<file path="src/rtl/pcie_32_to_64_axi_pkg.sv">
// Shared definitions for the 32->64 AXI-stream packer: FSM states and keep patterns.
package pcie_32_to_64_axi_pkg;

    typedef enum logic [2:0] {
        ST_IDLE     = 3'd0,
        ST_READ     = 3'd1,
        ST_PREPARE  = 3'd2,
        ST_WRITE    = 3'd3,
        ST_FINISHED = 3'd4
    } state_t;

    localparam logic [7:0] KEEP_FULL  = 8'hFF;
    localparam logic [7:0] KEEP_UPPER = 8'hF0;
    localparam logic [7:0] KEEP_NONE  = 8'h00;

    // Byte enables for a drained word: only the closing word may be a half word.
    function automatic logic [7:0] word_keep(input logic is_final, input logic [7:0] keep_last);
        return is_final ? keep_last : KEEP_FULL;
    endfunction

endpackage

</file>
<file path="src/rtl/pcie_32_to_64_axi_blk_mem.sv">
// Simple dual-port block RAM: port A synchronous write, port B registered read.
module pcie_32_to_64_axi_blk_mem #(
    parameter int DATA_WIDTH    = 64,
    parameter int ADDRESS_WIDTH = 6
) (
    input  logic                     clk,
    input  logic                     wea,
    input  logic [ADDRESS_WIDTH-1:0] addra,
    input  logic [DATA_WIDTH-1:0]    dina,
    input  logic [ADDRESS_WIDTH-1:0] addrb,
    output logic [DATA_WIDTH-1:0]    doutb
);

    logic [DATA_WIDTH-1:0] mem [2**ADDRESS_WIDTH];

    always_ff @(posedge clk) begin
        if (wea) begin
            mem[addra] <= dina;
        end
        doutb <= mem[addrb];
    end

endmodule

</file>
<file path="src/rtl/pcie_32_to_64_axi.sv">
// Store-and-forward packer: 32-bit beats are paired into 64-bit words in block RAM,
// then the whole packet is replayed on the 64-bit side without mid-packet stalls.
module pcie_32_to_64_axi
    import pcie_32_to_64_axi_pkg::*;
#(
    parameter int ADDRESS_WIDTH = 6
) (
    input  logic        clk,
    input  logic        rst,
    input  logic [31:0] i_32_data,
    input  logic        i_32_valid,
    input  logic        i_32_last,
    output logic        o_32_ready,
    output logic [63:0] o_64_data,
    output logic [7:0]  o_64_keep,
    output logic        o_64_valid,
    output logic        o_64_last,
    input  logic        i_64_ready,
    output logic        o_overflow
);

    // state       | meaning
    // ST_IDLE     | waiting for the first beat of a packet
    // ST_READ     | accepting beats, pairing them into RAM words
    // ST_PREPARE  | input closed, RAM read of word 0 in flight
    // ST_WRITE    | presenting buffered words downstream
    // ST_FINISHED | one idle cycle before the next packet

    localparam int                 DEPTH     = 2**ADDRESS_WIDTH;
    localparam logic [ADDRESS_WIDTH:0] LAST_SLOT = (ADDRESS_WIDTH+1)'(DEPTH - 1);
    localparam logic [ADDRESS_WIDTH:0] ONE_WORD  = (ADDRESS_WIDTH+1)'(1);

    state_t                   state;
    logic [ADDRESS_WIDTH:0]   r_addr_in;
    logic [ADDRESS_WIDTH:0]   r_addr_out;
    logic [31:0]              upper;
    logic                     half;
    logic [7:0]               keep_last;

    logic                     in_fire;
    logic                     out_fire;
    logic                     accepting;
    logic                     wea;
    logic [63:0]              wr_data;
    logic [ADDRESS_WIDTH-1:0] rd_addr;
    logic [ADDRESS_WIDTH:0]   next_out;
    logic [ADDRESS_WIDTH:0]   final_idx;
    logic [63:0]              ram_dout;

    assign accepting = (state == ST_IDLE) || (state == ST_READ);
    assign in_fire   = i_32_valid && o_32_ready && accepting;
    assign out_fire  = o_64_valid && i_64_ready;
    assign next_out  = r_addr_out + 1'b1;
    assign final_idx = r_addr_in - 1'b1;

    // A word is written on every odd beat, and on a last beat that has no partner.
    always_comb begin
        wea     = 1'b0;
        wr_data = {upper, i_32_data};
        if (in_fire) begin
            if (half) begin
                wea     = 1'b1;
                wr_data = {upper, i_32_data};
            end else if (i_32_last) begin
                wea     = 1'b1;
                wr_data = {i_32_data, 32'h0};
            end
        end
    end

    // Port B follows the drain pointer; on a handshake it already looks one word ahead.
    assign rd_addr = out_fire ? next_out[ADDRESS_WIDTH-1:0] : r_addr_out[ADDRESS_WIDTH-1:0];

    pcie_32_to_64_axi_blk_mem #(
        .DATA_WIDTH    (64),
        .ADDRESS_WIDTH (ADDRESS_WIDTH)
    ) u_mem (
        .clk   (clk),
        .wea   (wea),
        .addra (r_addr_in[ADDRESS_WIDTH-1:0]),
        .dina  (wr_data),
        .addrb (rd_addr),
        .doutb (ram_dout)
    );

    assign o_64_data = o_64_valid ? ram_dout : 64'h0;

    always_ff @(posedge clk or posedge rst) begin
        if (rst) begin
            state      <= ST_IDLE;
            r_addr_in  <= '0;
            r_addr_out <= '0;
            upper      <= '0;
            half       <= 1'b0;
            keep_last  <= KEEP_NONE;
            o_32_ready <= 1'b0;
            o_64_keep  <= KEEP_NONE;
            o_64_valid <= 1'b0;
            o_64_last  <= 1'b0;
            o_overflow <= 1'b0;
        end else begin
            o_overflow <= 1'b0;
            case (state)
                ST_IDLE, ST_READ: begin
                    o_32_ready <= 1'b1;
                    if (in_fire) begin
                        state <= ST_READ;
                        if (wea) begin
                            r_addr_in <= r_addr_in + 1'b1;
                        end
                        if (i_32_last) begin
                            keep_last  <= half ? KEEP_FULL : KEEP_UPPER;
                            half       <= 1'b0;
                            o_32_ready <= 1'b0;
                            state      <= ST_PREPARE;
                        end else if (half && (r_addr_in == LAST_SLOT)) begin
                            // Buffer full without a last beat: close the packet here.
                            keep_last  <= KEEP_FULL;
                            half       <= 1'b0;
                            o_32_ready <= 1'b0;
                            o_overflow <= 1'b1;
                            state      <= ST_PREPARE;
                        end else begin
                            half <= ~half;
                            if (!half) begin
                                upper <= i_32_data;
                            end
                        end
                    end
                end
                ST_PREPARE: begin
                    o_32_ready <= 1'b0;
                    o_64_valid <= 1'b1;
                    o_64_last  <= (r_addr_in == ONE_WORD);
                    o_64_keep  <= word_keep(r_addr_in == ONE_WORD, keep_last);
                    state      <= ST_WRITE;
                end
                ST_WRITE: begin
                    if (out_fire) begin
                        if (o_64_last) begin
                            o_64_valid <= 1'b0;
                            o_64_last  <= 1'b0;
                            o_64_keep  <= KEEP_NONE;
                            state      <= ST_FINISHED;
                        end else begin
                            r_addr_out <= next_out;
                            o_64_last  <= (next_out == final_idx);
                            o_64_keep  <= word_keep(next_out == final_idx, keep_last);
                        end
                    end
                end
                ST_FINISHED: begin
                    r_addr_in  <= '0;
                    r_addr_out <= '0;
                    o_32_ready <= 1'b1;
                    state      <= ST_IDLE;
                end
                default: begin
                    state <= ST_IDLE;
                end
            endcase
        end
    end

endmodule

</file>
<file path="config.mk">
export PLATFORM = sky130hd
export DESIGN_NAME = pcie_32_to_64_axi
export DESIGN_NICKNAME = d
export VERILOG_FILES = /design/src/rtl/pcie_32_to_64_axi_pkg.sv /design/src/rtl/pcie_32_to_64_axi_blk_mem.sv /design/src/rtl/pcie_32_to_64_axi.sv
export SDC_FILE = /design/constraint.sdc
export NUM_CORES = 2
export LEC_CHECK = 0
export BUFFER_PORTS_ARGS = -buffer_cell sky130_fd_sc_hd__buf_2
export CORE_MARGIN = 2
export CORE_UTILIZATION = 50
export DETAILED_ROUTE_END_ITERATION = 12
export GPL_ROUTABILITY_DRIVEN = 0
export MAX_ROUTING_LAYER = met4
export PLACE_DENSITY = 0.72
export SYNTH_ARGS = -nofsm -noshare
export SYNTH_HDL_FRONTEND = slang
export SYNTH_HIERARCHICAL = 1
export SYNTH_SLANG_ARGS = --single-unit
</file>
<file path="constraint.sdc">
create_clock -name clk -period 9.2 [get_ports clk]
set_input_delay 0.92 -clock clk [delete_from_list [all_inputs] [get_ports clk]]
set_output_delay 0.92 -clock clk [all_outputs]
set_load 0.02 [all_outputs]
</file>
==> results_dict.tcl <==
set metrics [dict create \
    dp.final_hpwl_mm 227 \
    crit_chain "nand2_1 -> nor3_1 -> xor2_2 -> nand2b_1 -> o221ai_1 -> o22ai_1 -> and3_1" \
    clk_pin_slew_worst_paths_ns 0.06 \
    synth-edff-count 4096 \
    die_area_um2 325000 \
    synth.net_count 7033 \
    drtIter0Drc 14200 \
    crit_fanout 70 \
    slew_headroom_pct 7.37 \
    ant_nets 0 \
    fmax_mhz 186 \
    critPathBufInv 0 \
    worst_ir_drop_vdd_mv 0.323 \
    layout_commonest_cell "edfxtp_1" \
    synth-seq-area-share_pct 78.4 \
    num_vias 79400 \
    worst_slew_pin_slew_ns 1.39 \
    area_growth_pct 12.2 \
    arrival_ns 6.24 \
    cts_sinks 4218 \
    critical-path-max-stage-delay_ns 1.01 \
    drive_gt1_share_pct 27.9 \
    crit_type "reg2reg" \
    start_util_pct 50.3 \
    post-cts-setup-buffers 0 \
    synthesis.area_um2 160000 \
    viasPerCell 6.71 \
    status "finished clean" \
    period_share_pct 58.3 \
    antenna_found_initial 38 \
    multi_input_area_um2 33200 \
    end_kind "flop" \
    cts_resized 0 \
    drt_pass1_iterations 6 \
    io_buffers 112 \
    rrSetupSlack_ns 3.83 \
    setup-violations-final 0 \
    slew_violations 0 \
    power.leakage_nw 56.0 \
    worstPathRequired_ns 10.07 \
    critPathTopFamily "simple AND/OR/NAND/NOR gates" \
    clock_skew_ns 0.0640 \
    slowest_stage "dfrtp_4" \
    cts_tree "done" \
    pwr_density_cell_nw_per_um2 332 \
    fin_crit_ns 5.37 \
    rows 207 \
    hold_viol_final 0 \
    mostFrequentLayoutCells "edfxtp_1, mux4_2, clkbuf_16, a22oi_1, buf_4" \
    layout.area.seq_um2 126000 \
    max_cap_violations 0 \
    start_kind "flop" \
    grt_max_degree 116 \
    min_path_type "in2async" \
    die_w_um 570 \
    routed_wl_mm 434 \
    design.core.area_um2 319000 \
    rsz0062_at_grt "false" \
    yosysWarnings 6 \
    io_pins 113 \
    chipHeight_um 570 \
    ys.flop_type "edfxtp_1" \
    final_area_um2 180000 \
    worst_skew_pair.late_latency_ns 0.94 \
    clockBufferDepth 4 \
    cts_buffers 400 \
    postSynthCellCount 6992 \
    async_flop_share_pct 1.38 \
    grt_pass1_vias 78400 \
    finalSetupTns_ns 0 \
    drc_errors 0 \
    ys_types 60 \
    gr-total-overflow 0 \
    postCtsHoldBufs 0 \
    htree_levels 5 \
    synth.ff_latch_count 4218 \
    avgSynthCellArea_um2 22.9 \
    placed_area_um2 167000 \
    wl_per_cell_um 36.6 \
    cts_root_buf "clkbuf_16" \
    grt_usage_pct 27.4 \
    fin_nets 7330 \
    grt_pass1_wl_mm 608 \
    fillCellCount 22400 \
]
[per-layer routing]
metal / global-route usage, % / share of wire, %
met4: 9.41 / 3.7
met1: 37.1 / 36
met5: - / 0
met3: 6.60 / 13
met2: 41.3 / 47
[registers in the layout, summed over array words and instances (netlist names)]
register	flops
half	1
o_32_ready	1
u_mem/mem	4096
o_64_last	1
state	3
o_64_keep	2
r_addr_in	7
keep_last	2
u_mem/doutb	64
o_overflow	1
upper	32
r_addr_out	7
o_64_valid	1
[stage by stage]
stage          std cells  total power [mW]  util, %  worst slack, ns  hold WS, ns
2_1_floorplan       6992              37.5        -             2.31        0.453
3_3_place_gp       11100              43.0     52.3             3.45        0.479
3_5_place_dp       11100              43.3     52.3             3.99        0.490
4_1_cts            11800              59.7     56.4             3.92       0.0552
5_1_grt            11800              61.4     56.4             3.70       0.0840
6_report           11800              59.6     56.4             3.83       0.0549
[kinds of logic after synthesis]
logic type      Yosys count  share of synthesized area [%]
compound gates          528                           2.51
buf+inv                 431                           1.28
flops                  4218                           78.4
simple gates            557                           1.83
fa+ha+maj                 4                         0.0312
mux                    1225                           15.7
xor+xnor                 29                          0.184
[area by class of cell]
cell class,instances,share of cell area [%]
Timing Repair Buffer,299,1.30
Sequential cell,4218,69.9
Tap cell,4180,2.91
Inverter,27,0.0564
Clock inverter,227,1.32
Antenna cell,37,0.0515
Multi-Input combinational cell,2343,18.5
Clock buffer,509,5.97
[cell usage after synthesis, drive strengths merged (3+ instances only)]
cell type  number  share of area [%]
mux2i         136               0.85
nor2b          30               0.12
a31oi          21              0.082
a211oi         63               0.30
xnor2          10              0.055
nand3          52               0.16
nand4           7              0.027
dfrtp          58               0.91
mux4         1024                 14
nand3b          3              0.014
inv            27              0.063
nand2          71               0.17
mux2           65               0.50
xnor3           3              0.042
ha              4              0.031
nor2          137               0.32
a21oi           5              0.016
o221ai         38               0.21
o21ai           6              0.019
a2bb2oi        19               0.10
a22o           88               0.48
xor2           16              0.087
o22ai          83               0.32
a22oi         168               0.79
a41oi          26               0.14
buf           245               0.85
dfxtp          64               0.80
nand2b         13              0.051
nor3            9              0.031
or2            28               0.11
and3           67               0.26
edfxtp       4096                 77
clkbuf        159               0.37
or3            29               0.11
and2          100               0.39
[path summary, 6_finish.rpt]
kind	start	to	cells after the start
worst max-delay path	o_64_valid$_DFFE_PP0P_	u_mem/doutb[14]$_DFF_P_	7
min in group clk	i_32_data[0]	upper[0]$_DFFE_PP0P_	2
worst max register to register	o_64_valid$_DFFE_PP0P_	u_mem/doutb[14]$_DFF_P_	7
max in group asynchronous	rst	o_64_valid$_DFFE_PP0P_	3
worst min-delay path	rst	upper[29]$_DFFE_PP0P_	2
worst min register to register	upper[0]$_DFFE_PP0P_	upper[0]$_DFFE_PP0P_	1
[worst register-to-register path: stages, from the launching register on]
cell	delay, ns
dfrtp_4	1.01
nand2_1	0.47
nor3_1	0.41
xor2_2	0.73
nand2b_1	1.01
o221ai_1	0.57
o22ai_1	0.82
and3_1	0.26
[report_power, final]
part	total (mW)	switching, mW	internal (mW)
logic	19.3	11.3	8.03
clock network	16.5	7.10	9.44
registers	23.7	0.455	23.3
total	59.6	18.9	40.7
No activity file was read; power rests on OpenSTA's default activity.
